## config.mk

```make
export PLATFORM = sky130hd
export DESIGN_NAME = serial_bus_sched
export DESIGN_NICKNAME = d
export VERILOG_FILES = /design/src/rtl/serial_bus_sched.sv
export SDC_FILE = /design/constraint.sdc
export NUM_CORES = 1
export LEC_CHECK = 0
export CORE_MARGIN = 2
export CORE_UTILIZATION = 45
export DETAILED_ROUTE_END_ITERATION = 10
export PLACE_DENSITY = 0.92
export SETUP_SLACK_MARGIN = 0.02
export SLEW_MARGIN = 20
export SYNTH_ARGS = -nofsm -noshare
export SYNTH_HDL_FRONTEND = slang
export SYNTH_SLANG_ARGS = --single-unit
export TNS_END_PERCENT = 50
```

## constraint.sdc

```tcl
create_clock -name clk -period 4.29 [get_ports clk]
set_input_delay 0.858 -clock clk [delete_from_list [all_inputs] [get_ports clk]]
set_output_delay 0.858 -clock clk [all_outputs]
set_load 0.01 [all_outputs]
```

## src/rtl/serial_bus_sched.sv

```systemverilog
// rtl/serial_bus_sched.sv - round-robin scheduler for the shared 8-bit host serial link
// Optional macro SERIAL_BUS_TIMEOUT_EN adds a wait-state timeout that aborts the transfer.
module serial_bus_sched #(
   parameter int DATA_W = 16
`ifdef SERIAL_BUS_TIMEOUT_EN
   ,
   parameter int TIMEOUT_CYCLES = 255
`endif
) (
   input  logic              clk,
   input  logic              rst,
   input  logic [2:0]        req,
   input  logic [2:0]        req_rd,
   input  logic [DATA_W-1:0] wdata_pc,
   input  logic [DATA_W-1:0] wdata_mdr,
   input  logic [DATA_W-1:0] wdata_mar,
   input  logic              ard_receive_ready,
   input  logic              ard_data_ready,
   input  logic [7:0]        in_bus,
   output logic [2:0]        gnt,
   output logic [2:0]        done,
   output logic [15:0]       rdata,
   output logic [7:0]        out_bus,
   output logic              bus_pc,
   output logic              bus_mdr,
   output logic              bus_mar,
   output logic              busy,
   output logic              error
);

   localparam logic [2:0] IDLE    = 3'd0;
   localparam logic [2:0] SEND_LO = 3'd1;
   localparam logic [2:0] SEND_HI = 3'd2;
   localparam logic [2:0] RECV_LO = 3'd3;
   localparam logic [2:0] RECV_HI = 3'd4;
   localparam logic [2:0] DONE    = 3'd5;

   logic [2:0]        r_state;
   logic [1:0]        r_rr;
   logic [2:0]        r_gnt;
   logic [DATA_W-1:0] r_word;
   logic              r_rd;
   logic [15:0]       r_rdata;
   logic              r_error;

   logic [1:0]        w_c0, w_c1, w_c2, w_win;
   logic [DATA_W-1:0] w_word;
   logic              w_send;

   // Candidates in priority order, starting just after the last winner (index 2 wraps to 0).
   always_comb begin
      w_c0  = (r_rr == 2'd2) ? 2'd0 : r_rr + 2'd1;
      w_c1  = (w_c0 == 2'd2) ? 2'd0 : w_c0 + 2'd1;
      w_c2  = (w_c1 == 2'd2) ? 2'd0 : w_c1 + 2'd1;
      w_win = w_c2;
      if (req[w_c1]) w_win = w_c1;
      if (req[w_c0]) w_win = w_c0;
      case (w_win)
         2'd0:    w_word = wdata_pc;
         2'd1:    w_word = wdata_mdr;
         default: w_word = wdata_mar;
      endcase
   end

`ifdef SERIAL_BUS_TIMEOUT_EN
   logic [7:0] r_wait_cnt;
   logic       w_wait;
   assign w_wait = ((r_state == SEND_LO || r_state == SEND_HI) && !ard_receive_ready) ||
                   ((r_state == RECV_LO || r_state == RECV_HI) && !ard_data_ready);
`endif

   always_ff @(posedge clk or negedge rst) begin
      if (!rst) begin
         r_state <= IDLE;
         r_rr    <= 2'd2;
         r_gnt   <= 3'b000;
         r_word  <= '0;
         r_rd    <= 1'b0;
         r_rdata <= 16'h0000;
         r_error <= 1'b0;
`ifdef SERIAL_BUS_TIMEOUT_EN
         r_wait_cnt <= 8'd0;
`endif
      end else begin
         if ((r_state == SEND_LO || r_state == SEND_HI) && ard_data_ready)
            r_error <= 1'b1;
         case (r_state)
            IDLE: if (|req) begin
               r_state <= SEND_LO;
               r_gnt   <= 3'b001 << w_win;
               r_rr    <= w_win;
               r_word  <= w_word;
               r_rd    <= req_rd[w_win];
            end
            SEND_LO: if (ard_receive_ready) r_state <= SEND_HI;
            SEND_HI: if (ard_receive_ready) r_state <= r_rd ? RECV_LO : DONE;
            RECV_LO: if (ard_data_ready) begin
               r_rdata[7:0] <= in_bus;
               r_state      <= RECV_HI;
            end
            RECV_HI: if (ard_data_ready) begin
               r_rdata[15:8] <= in_bus;
               r_state       <= DONE;
            end
            default: begin
               r_state <= IDLE;
               r_gnt   <= 3'b000;
            end
         endcase
`ifdef SERIAL_BUS_TIMEOUT_EN
         // Abort overrides the case above; the owner stays in rr_ptr.
         if (w_wait) begin
            if (r_wait_cnt == 8'(TIMEOUT_CYCLES - 1)) begin
               r_state    <= IDLE;
               r_gnt      <= 3'b000;
               r_error    <= 1'b1;
               r_wait_cnt <= 8'd0;
            end else begin
               r_wait_cnt <= r_wait_cnt + 8'd1;
            end
         end else begin
            r_wait_cnt <= 8'd0;
         end
`endif
      end
   end

   assign w_send  = (r_state == SEND_LO) || (r_state == SEND_HI);
   assign out_bus = (r_state == SEND_LO) ? r_word[7:0] :
                    (r_state == SEND_HI) ? r_word[15:8] : 8'h00;
   assign bus_pc  = w_send & r_gnt[0];
   assign bus_mdr = w_send & r_gnt[1];
   assign bus_mar = w_send & r_gnt[2];
   assign gnt     = r_gnt;
   assign done    = (r_state == DONE) ? r_gnt : 3'b000;
   assign rdata   = r_rdata;
   assign busy    = (r_state != IDLE);
   assign error   = r_error;

endmodule

```

==> results of run 1 <==
critical path, stage by stage (launching register included):
cell and delay [ns]:
dfrtp_1 0.49, nor2b_1 0.70, a22oi_1 0.22, nor2_1 0.20, clkdlybuf4s50_1 0.57
per-stage QoR:
stage / worst slack (ns) / total power [mW] / area, um^2
after floorplan: 2.21 / 1.42 / 2300
after global placement: 1.38 / 1.89 / 3290
after detailed placement: 1.30 / 1.94 / 3290
after CTS: 0.977 / 2.20 / 3380
after global routing: 0.744 / 2.35 / 3380
final: 0.938 / 2.21 / 3380
power by group:
part           internal, mW  switching (mW)
registers             0.594           0.154
logic                 0.631           0.564
clock network         0.130           0.136
total                  1.36           0.854
worst min path at each step:
| stage | from | to | cells after the start |
|---|---|---|---|
| final | error$_DFFE_PN0P_ | error$_DFFE_PN0P_ | 1 |
| after global routing | error$_DFFE_PN0P_ | error$_DFFE_PN0P_ | 1 |
| after CTS | error$_DFFE_PN0P_ | error$_DFFE_PN0P_ | 1 |
| after detailed placement | error$_DFFE_PN0P_ | error$_DFFE_PN0P_ | 1 |
| after global placement | error$_DFFE_PN0P_ | error$_DFFE_PN0P_ | 1 |
| after floorplan | error$_DFFE_PN0P_ | error$_DFFE_PN0P_ | 1 |
logic make-up after synthesis:
family | Yosys count
compound gates | 76
buf+inv | 22
flops | 42
mux | 17
simple gates | 57
routing by layer:
metal,GRT usage [%],vias to the layer above,part of all wire (%)
met4,8.77,0,2.3
li1,-,1054,-
met1,30.2,1165,39
met3,5.69,19,7.1
met2,45.1,125,52
met5,0,-,0
sequential cells by signal, indices dropped and copies added, names as in the netlist:
name and count:
error 1, gnt 3, r_rd 1, r_rr 2
r_state 3, r_word 16, rdata 16
placed cells by master (no fill, tap or decap), types with 2 or more instances in the layout:
cell type and n:
a21bo_1 2, a21oi_1 2, a222oi_1 34, a22oi_1 9, a31oi_1 17, and2_1 4, and3_1 5, buf_4 3
clkbuf_8 6, clkdlybuf4s50_1 99, dfrtp_1 41, inv_1 4, mux2_2 16, nand2_1 3, nand2b_1 3, nor2_1 30
nor2_2 2, nor2b_1 3, nor3_1 2, o21ai_0 5
final cells by class:
cell class | instances | area [um^2]
clock buffer | 7 | 86.3
inverter | 4 | 15.0
multi-input combinational | 150 | 1120
tap | 67 | 83.8
fill | 364 | 1440
timing repair buffer | 103 | 1020
clock inverter | 1 | 5.00
sequential | 42 | 1050
==> metrics list, run 1 <==
* Die outline area: about 5700 um^2
* Number of cells upsized or downsized after cts: 0
* Number of instances in the synthesized netlist: ~210
- Crit path DAT: 2.49 ns
- For this run, the total global-route usage over all layers was measured as approximately a quarter.
- The later pin in the worst-skew pair is clocked with a latency of about 0.3 ns.
- Placed cell count: between 300 and 400
* Utilization of the core after routing: 70.1%
* Leading area contributor after synthesis: dfrtp_1
* Largest family of logic cells by synthesized area: compound AO/OA/AOI/OAI gates
- Type of origin of the critical path: register
- Multiplexer area fraction after synthesis: approximately 8.3%
* Min-delay worst type: reg2reg
- Setup_tns: 0 ns
- Number of sinks on the clock net: 42
- After synthesis, the netlist uses 35 different library cells.
* Required time of the worst setup path: 3.43 ns
- The number of antenna violations at the first check in global routing is 0.
- R2R setup slack: 1.86 ns
* Measured slew at the worst slew-check pin: around 0.9 ns
- The die is approximately 75 um wide.
- Worst ir drop on vdd: approximately 330 uV
* Largest buffer count on any clock path: 2
* Synthesized-area fraction occupied by ao, oa, aoi and oai cells: 27.5%
* Count of input and output buffers: 100
- Die extent in y: 75.4 um
- Worst setup path startpoint: r_state[0]$_DFFE_PN0P_
- Detailed-router iteration count before antenna repair: 10
* Final-report max-slew violation count: 0
- Number of diodes: 0
* Clock-pin slew on the worst setup and hold paths: approximately 0.080 ns
- Total Nets Final: ~370
- Synth Net Count: 280
* Adder and majority cell fraction of the synthesized area: 0%
* First-pass GRT wire length: 11000 um
- Yosys printed 0 warnings.
* Hold buffer count at cts: 0
* Biggest area contributors in the synthesized netlist: dfrtp_1 (45%), a222oi_1 (15%), mux2_2 (7.8%), nor2_1 (4.9%), a31oi_1 (4.6%)
- Status: finished, final reports clean
- The share of synthesized area in the top cell type comes to approximately 45%.
- Counting I/O delays and the setup requirement, the final critical path takes around 3.4 ns.
* Post-synthesis instance area: between 2000 and 2500 um^2
- Counting flops with an async set or reset pin after synthesis yields a share of 100%.
* Peak clock frequency supported by timing: 0.298 GHz
- The via count of the first global-routing pass is roughly 2.3k.
- For the final database, setup skew stands at just under 0.007 ns.
- The final route contains 2363 vias.
- The synthesized netlist devotes 0% of its cell area to XOR and XNOR gates.
- Averaged over all synthesized cells, the footprint is around 11 um^2.
- Final worst path period share: 78.1%
* Starting utilization of the core area: ~48%
- In this run the tightest slew margin relative to its limit is 38.6%.
- Number of synthesized flops with an enable pin: 0
* Via-to-Cell Ratio: 6.32
- Summed over all layers, the routed wires come to 6900 um.
* Critical path start-end classification: reg2out
- Setup repair after global routing left no endpoint under its margin.
- By count the netlist is led by dfrtp_1 (41), a222oi_1 (34), nor2_1 (30).
- After floorplanning, the core was sized to cover slightly below 5000 um^2.
* Worst hold slack across all endpoints: 0.459 ns
- Pin count of the biggest net entering global routing: between 40 and 50
- Drt initial violations: 410
* Final antenna-violating net count: 0
* RePlAce Congestion: 0.788
- Number of failing setup endpoints in the final timing report: 0
* Remaining Overflow, GRT: 0
- For this run, design rule violations remaining after detail routing come to 0.
* Worst setup EP type: output pin
- In this run the critical register-to-register path is captured at r_word[5]$_DFFE_PN0P_.
- Along the worst path, the maximum fanout reaches 12.
- Row count: 25
- TritonCTS Buffers: 5
- Worst Reg2Reg Path Length in Cells: 5
- The count of endpoints failing hold in the final timing report was 0.
- From synthesis to final layout, the design area changed by 47.1%.
- The post-route netlist has ~11% of its cells at a drive strength greater than 1.
* Most used flip-flop cell after synthesis: dfrtp_1
* Critical Path Sink: out_bus[5]
- Dividing total power by cell area gives a power density of between 600 and 700 nW/um^2.
* Maximum level of the CTS H-tree: 2
- Post-Layout Cell Count: ~370
- Boundary Pins: around 100
- Maximum capacitance violations: 0
* CTS tree: built
- The cell sitting at the root of the clock tree is a clkbuf_8.
- Sequential share of the synthesized area: ~46%
- Leakage power: about 1.3 nW
- By instance count, the leading cell after synthesis is dfrtp_1.
* Reg-to-reg critical path startpoint: r_state[2]$_DFFE_PN0P_
* Area fraction in and, or, nand and nor cells after synthesis: ~13%
- Synthesis-stage register bit count: 42
- Estimated wirelength of the detail-placed design: approximately 5000 um
* Setup bufs post-CTS: 0
- WL per Instance: 18.5 um
No activity file was read; power rests on OpenSTA's default activity.
==> inputs of run 2 (changes only) <==
--- a/config.mk
+++ b/config.mk
@@ -6,9 +6,9 @@
 export NUM_CORES = 1
 export LEC_CHECK = 0
 export CORE_MARGIN = 2
-export CORE_UTILIZATION = 45
+export CORE_UTILIZATION = 42
 export DETAILED_ROUTE_END_ITERATION = 10
-export PLACE_DENSITY = 0.92
+export PLACE_DENSITY = 0.87
 export SETUP_SLACK_MARGIN = 0.02
 export SLEW_MARGIN = 20
 export SYNTH_ARGS = -nofsm -noshare
==> constraint.sdc (replaced) <==
create_clock -name clk -period 3.4 [get_ports clk]
set_input_delay 0.68 -clock clk [delete_from_list [all_inputs] [get_ports clk]]
set_output_delay 0.68 -clock clk [all_outputs]
set_load 0.01 [all_outputs]
==> run 2 against run 1 <==
Compared with the run above:
- clock power up 13%
- count of clock-buffer cells in the layout unchanged
- hold slack got worse by 0.00086 ns
- highest routed layer unchanged
- final cell count up 1.3%
- combinational power rose by 27%
- die area grew 6.8%
- cell area is 0.33% higher
- wire length shrank 0.43%
- sequential share of layout area decreased by 0.10 points
- via count decreased by 1.0%
- first-iteration DRC count shrank 13%
==> metrics list, run 2 (synthesis results as in run 1) <==
- Most common library cell in the layout ignoring fill and taps: clkdlybuf4s50_1 (unchanged)
- Tightest slew margin relative to the limit: 39.0% (was 38.6%)
- Number of failing setup endpoints in the final timing report: 0 (unchanged)
- The sort of element at the start of the critical path is a register (unchanged).
- The per-cell routed wire length was 18.1 um (was 18.5 um).
* First-pass GRT wire length: 11100 um (was 11000 um)
- Via-to-Cell Ratio: 6.17 (was 6.32)
- The count of routing violations after the opening detailed-route iteration is 358 (was 410).
- The latest clock arrival within the worst-skew pair came to 0.29 ns (was 0.30 ns).
- The max-capacitance violation count came to 0 (unchanged).
* Required time of the worst setup path: 2.72 ns (was 3.43 ns)
- The number of clock sinks came to 42 (unchanged).
- Total Nets Final: 375 (was 372)
- Setup bufs post-CTS: 0 (unchanged)
* Die outline area: 6070 um^2 (was 5690 um^2)
* Layout Area Growth over Synthesis: 47.6% (was 47.1%)
* Fraction of final layout cells sized beyond drive strength 1: 11.7% (was 11.4%)
- The worst IR drop on VDD is 397 uV (was 332 uV).
- The clock tree buffer depth was 2 (unchanged).
- Pin count of the biggest net entering global routing: 43 (unchanged)
* CTS tree: built (unchanged)
- The total vias in the final route is 2339 (was 2363).
* Crit path DAT: 2.31 ns (was 2.49 ns)
- The class of the tightest hold or removal check was reg2reg (unchanged).
* Overall die width: 77.9 um (was 75.4 um)
* Number of diodes: 0 (unchanged)
- Critical path start-end classification: reg2out (unchanged)
* Core box area: 5200 um^2 (was 4820 um^2)
* Setup repair after global routing missed its margin: no (unchanged)
* TritonCTS Buffers: 5 (unchanged)
- Most frequent cells in the layout: clkdlybuf4s50_1 (99), dfrtp_1 (41), a222oi_1 (34) (unchanged)
- Post-Layout Cell Count: 379 (was 374)
* Boundary Pins: 101 (unchanged)
* Die extent in y: 77.9 um (was 75.4 um)
- Largest driver fanout on the critical path: 9 (was 12)
- The number of buffer cells added on primary ports came to 100 (unchanged).
- RePlAce Congestion: 0.903 (was 0.788)
- Final worst path period share: 88.1%
* Skew final: 0.00726 ns (was 0.00682 ns)
- Leakage power: 1.33 nW (was 1.32 nW)
- Period minus WS final: about 3 ns
* Count of final hold-check violations: 0 (unchanged)
- The slew at the pin closest to its max-slew limit came to 0.915 ns (was 0.921 ns).
* Clock-pin slew on the worst setup and hold paths: 0.07 ns (was 0.08 ns)
- The final core utilization was 65.1% (was 70.1%).
* Placed cell count: 372 (was 366)
- The count of nets left with antenna violations after detail routing is 0 (unchanged).
- The total congestion overflow came to 0 (unchanged).
- Starting utilization of the core area: 44.1% (was 47.7%)
* Final-report max-slew violation count: 0 (unchanged)
* Power density relative to cell area: 815 nW/um^2 (was 654 nW/um^2)
- The summed negative setup slack over all endpoints was 0 ns (unchanged).
* Detailed-router iteration count before antenna repair: 10 (unchanged)
- The clock root buffer is clkbuf_8 (unchanged).
- The post-cts sizing count was 0 (unchanged).
- Worst setup EP type: output pin (unchanged)
* Estimated wirelength of the detail-placed design: 5040 um (was 4990 um)
- The sum of internal, switching and leakage power came to 2.76 mW (was 2.21 mW).
- The detailed-route DRC error count was 0 (unchanged).
- Maximum level of the CTS H-tree: 2 (unchanged)
- The number of placement rows is 26 (was 25).
* Filler instances: 422 (was 364)
- Wire length reported by the detailed router: 6870 um (was 6900 um)
* Initial antenna violation count: 0 (unchanged)
* Hold buffer count at cts: 0 (unchanged)
- Based on the critical path, the design can be clocked at up to 0.334 GHz.
* Number of global-route vias before repair: 2290 (was 2260)
* Status: finished, final reports clean (unchanged)
* Global router's overall resource usage: 22.8% (was 25.4%)
[run 2: where the power goes]
part	total (mW)	leakage, nW	internal [mW]	switching (mW)
combinational	1.52	0.796	0.813	0.704
clock	0.300	0.0383	0.142	0.159
sequential	0.946	0.493	0.750	0.196
[run 2: path summary, 6_finish.rpt]
check                                  startpoint                     to  slack, ns  cells past startpoint
min in group asynchronous                     rst     gnt[1]$_DFFE_PN0P_       0.52                      1
min reg2reg                     error$_DFFE_PN0P_      error$_DFFE_PN0P_       0.46                      1
max in group asynchronous                     rst  rdata[13]$_DFFE_PN0P_       2.30                      1
max                        r_state[0]$_DFFE_PN0P_             out_bus[5]       0.41                      5
min                             error$_DFFE_PN0P_      error$_DFFE_PN0P_       0.46                      1
max reg2reg                r_state[2]$_DFFE_PN0P_  r_word[5]$_DFFE_PN0P_       1.05                      5
[run 2: stage by stage]
stage / area (um^2) / setup WS [ns] / hold WS [ns]
2_1_floorplan: 2300 / 1.50 / 0.384
3_3_place_gp: 3310 / 0.762 / 0.441
3_5_place_dp: 3310 / 0.758 / 0.445
4_1_cts: 3390 / 0.422 / 0.461
5_1_grt: 3390 / 0.287 / 0.481
6_report: 3390 / 0.405 / 0.459
[run 2: critical path, stage by stage (launching register included)]
cell	delay (ns)
dfrtp_1	0.48
nor2b_1	0.51
buf_4	0.24
a22oi_1	0.08
nor2_1	0.14
clkdlybuf4s50_1	0.57
[run 2: area by class of cell]
type	count	area (um^2)	share of cell area (%)
clock buffer	7	76.3	2.25
sequential	42	1050	31.0
inverter	4	15.0	0.443
timing repair buffer	106	1040	30.7
multi-input combinational	150	1120	33.0
tap	70	87.6	2.58
[run 2: per-layer routing]
metal  GRT usage (%)  wire length (um)  up-vias
met3            3.14               521       16
li1                -                 -     1054
met2            39.7              3450      139
met1            29.0              2760     1130
met4            8.25               143        0
met5               0                 0        -
==> inputs of run 3 (changes only) <==
--- a/config.mk
+++ b/config.mk
@@ -5,9 +5,11 @@
 export SDC_FILE = /design/constraint.sdc
 export NUM_CORES = 1
 export LEC_CHECK = 0
+export ABC_AREA = 1
 export CORE_MARGIN = 2
 export CORE_UTILIZATION = 42
 export DETAILED_ROUTE_END_ITERATION = 10
+export GPL_TIMING_DRIVEN = 0
 export PLACE_DENSITY = 0.87
 export SETUP_SLACK_MARGIN = 0.02
 export SLEW_MARGIN = 20
==> run 3 against run 2 <==
Compared with the run above:
- setup slack improved by 0.25 ns
- synthesized cell count rose by 52%
- largest cell class is now buffers
- sequential power fell by 7.9%
==> metrics list, run 3 <==
* Final worst path period share: 80.7% (was 88.1%)
* Remaining Overflow, GRT: 0 (unchanged)
- CTS tree: built (unchanged)
* Global router's overall resource usage: 22.5% (was 22.8%)
* Row count: 27 (was 26)
- Biggest area contributors in the synthesized netlist: dfrtp_1 (44%), nand2_1 (15%), inv_1 (8.5%), nand3_1 (7.3%), o21ai_0 (5.6%) (was dfrtp_1 (45%), a222oi_1 (15%), mux2_2 (7.8%), nor2_1 (4.9%), a31oi_1 (4.6%)).
- The global-route wire length before repair came to 10900 um (was 11100 um).
- Power density relative to cell area: 854 nW/um^2 (was 815 nW/um^2)
- The detailed placer's ending HPWL came to 5330 um (was 5040 um).
- Total Nets Final: 499 (was 375)
* Post-synthesis async set-or-reset flop share: 100% (unchanged)
- The clock tree buffer depth is 2 (unchanged).
- The post-cts sizing count was 0 (unchanged).
- The number of enable-type register cells in the synthesized netlist came to 0 (unchanged).
* Count of final hold-check violations: 0 (unchanged)
- RePlAce Congestion: 0.818 (was 0.903)
* Final-report max-slew violation count: 0 (unchanged)
- Initial antenna violation count: 0 (unchanged)
- Skew final: 0.00780 ns (was 0.00726 ns)
* Worst ir drop on vdd: 411 uV (was 397 uV)
- The maximum level of the CTS H-tree was 2 (unchanged).
- Worst setup EP type: output pin (unchanged)
- Most frequent cells in the layout: clkdlybuf4s50_1 (99), nand2_1 (90), inv_1 (53) (was clkdlybuf4s50_1 (99), dfrtp_1 (41), a222oi_1 (34)).
- The maximum clock frequency is 0.364 GHz (was 0.334 GHz).
- The class of the tightest hold or removal check is in2async (was reg2reg).
- The clock root buffer is clkbuf_8 (unchanged).
- Mapped Avg Cell Area: 7.16 um^2 (was 10.7 um^2)
* Number of diodes: 0 (unchanged)
* Sequential share of the synthesized area: 45.2% (was 45.8%)
- WL per Instance: 13.2 um (was 18.1 um)
* Commonest cells in the synthesized netlist: nand2_1 (90), inv_1 (53), dfrtp_1 (41) (was dfrtp_1 (41), a222oi_1 (34), nor2_1 (30))
- Via-to-Cell Ratio: 4.93 (was 6.17)
* Worst Reg2Reg Path Length in Cells: 10 (was 5)
* Drt initial violations: 158 (was 358)
* Tightest slew margin relative to the limit: 64.3% (was 39.0%)
- The total vias in the final route is 2493 (was 2339).
- The effective utilization at floorplan was 42.8% (was 44.1%).
- Setup repair after global routing missed its margin: no (unchanged).
- Layout Area Growth over Synthesis: 51.7% (was 47.6%)
* Number of sinks on the clock net: 42 (unchanged)
- The most frequent standard cell in the layout excluding fill and tap cells was clkdlybuf4s50_1 (unchanged).
- Leading area contributor after synthesis: dfrtp_1 (unchanged)
- Leakage power: 1.73 nW (was 1.33 nW)
* TritonCTS Buffers: 5 (unchanged)
* Synth Net Count: 391 (was 280)
- Number of library cell types mapped by synthesis: 23 (was 35)
* Die outline area: 6150 um^2 (was 6070 um^2)
- Status: finished, final reports clean (unchanged)
- Most common cell in the synthesized netlist: nand2_1 (was dfrtp_1)
- DRC Markers: 0 (unchanged)
* Number of global-route vias before repair: 2413 (was 2290)
- The pin count of the biggest net entering global routing came to 23 (was 43).
* Measured slew at the worst slew-check pin: 0.536 ns (was 0.915 ns)
- RR Endpoint: r_word[14]$_DFFE_PN0P_ (was r_word[5]$_DFFE_PN0P_)
* Yosys top cell area share: 44.1% (was 44.7%)
- Number of failing setup endpoints in the final timing report: 0 (unchanged)
- Period minus WS final: 2.74 ns (was 2.99 ns)
* Skew-Pair Late Insertion Delay: 0.30 ns (was 0.29 ns)
- Final worst slack: 0.656 ns (was 0.405 ns)
* Synthesis-stage register bit count: 42 (unchanged)
- Fraction of final layout cells sized beyond drive strength 1: 8.06% (was 11.7%)
- The arrival time of data at the critical path endpoint came to 2.06 ns (was 2.31 ns).
- The critical setup path kind is reg2out (unchanged).
- R2R setup slack: 1.66 ns (was 1.05 ns)
- The area of the placeable core is 5440 um^2 (was 5200 um^2).
- Largest driver fanout on the critical path: 10 (was 9)
- Type of origin of the critical path: register (unchanged)
* Setup_tns: 0 ns (unchanged)
* Count of input and output buffers: 100 (unchanged)
* Clock-pin slew on the worst setup and hold paths: 0.09 ns (was 0.07 ns)
- The max-capacitance violation count is 0 (unchanged).
- Setup bufs post-CTS: 0 (unchanged)
* Filler instances: 458 (was 422)
- The cts-stage hold buffer count was 0 (unchanged).
* Wire length reported by the detailed router: 6700 um (was 6870 um)
- Post-synthesis instance area: 2330 um^2 (was 2300 um^2)
- The number of top-level pins was 101 (unchanged).
- The length of the first detailed-routing pass in iterations was 4 (was 10).
* Required time of the worst setup path: 2.72 ns (about the same)
- Final antenna-violating net count: 0 (unchanged)
* Die extent in y: 78.4 um (was 77.9 um)
* Synthesis warning total: 0 (unchanged)
* Number of instances in the synthesized netlist: 325 (was 214)
- Most used flip-flop cell after synthesis: dfrtp_1 (unchanged)
- The start of the worst register-to-register path is r_rr[1]$_DFFE_PN1P_ (was r_state[2]$_DFFE_PN0P_).
- Overall die width: 78.4 um (was 77.9 um)
* Post-Place Worst Slack: 0.979 ns (was 0.758 ns)
run 3: changes by cell type in the layout (fill, tap and decap cells not counted), moves of 5 or more:
cell      change
nand2_1      +87
and3_1        -5
a21oi_1      +11
mux2_2       -16
nand3_1      +34
a222oi_1     -34
a22oi_1       -9
o22ai_1       +7
inv_1        +49
a31oi_1      -17
o21ai_0      +21
run 3: critical path: stages (launching register included):
cell and delay (ns):
dfrtp_1 0.46, inv_1 0.16, nand3_2 0.22, nand2_1 0.17, inv_2 0.07, nor2_1 0.13, clkdlybuf4s50_1 0.56
run 3: kinds of logic (layout without fill, tap and decap cells):
logic type	count (synthesis)	count (layout)	share of synthesized area (%)
buffers and inverters	66	175	12.0
flip-flops	42	42	45.2
AO/OA/AOI/OAI	49	49	11.5
AND/OR/NAND/NOR	168	168	31.3
run 3: through the flow:
stage	instance area (um^2)	total power [mW]	hold WS (ns)	std cells	util (%)
final	3530	3.02	0.348	506	64.9
after global routing	3530	3.27	0.378	506	64.9
after CTS	3530	3.02	0.363	506	64.9
after detailed placement	3440	2.70	0.477	498	63.3
after global placement	3420	2.62	0.459	497	62.8
after floorplan	2330	1.94	0.384	325	-
run 3: final cells by class:
class,count,area (um^2),area share (%)
flip-flops and latches,42,1050,29.8
repair buffers,101,1020,29.0
multi-input cells,217,996,28.2
inverters,56,210,5.95
well taps,72,90.1,2.55
clock buffers,5,68.8,1.95
plain buffers,10,68.8,1.95
clock inverters,3,21.3,0.602
run 3: layer usage:
metal / wire, um / vias up / track usage, %
met4: 229 / 0 / 10.4
met3: 344 / 23 / 4.02
met2: 3380 / 88 / 38.3
li1: - / 1229 / -
met5: 0 / - / 0
met1: 2750 / 1153 / 27.8
run 3: worst max path at each step:
stage                                 startpoint                     end  slack, ns  cells after the start
after floorplan           r_state[2]$_DFFE_PN0P_                 bus_mar       1.69                      5
after global placement                       rst   r_word[0]$_DFFE_PN0P_       0.59                      1
after detailed placement                  req[1]  r_word[13]$_DFFE_PN0P_       0.98                      9
after CTS                 r_state[2]$_DFFE_PN0P_                  bus_pc       0.67                      6
after global routing      r_state[2]$_DFFE_PN0P_                  bus_pc       0.53                      6
final                     r_state[2]$_DFFE_PN0P_                  bus_pc       0.66                      6
run 3: where the power goes:
| group | total, mW | switching, mW | internal (mW) |
|---|---|---|---|
| combinational | 1.82 | 1.02 | 0.799 |
| clock | 0.323 | 0.178 | 0.144 |
| sequential | 0.871 | 0.127 | 0.744 |
| total | 3.02 | 1.33 | 1.69 |
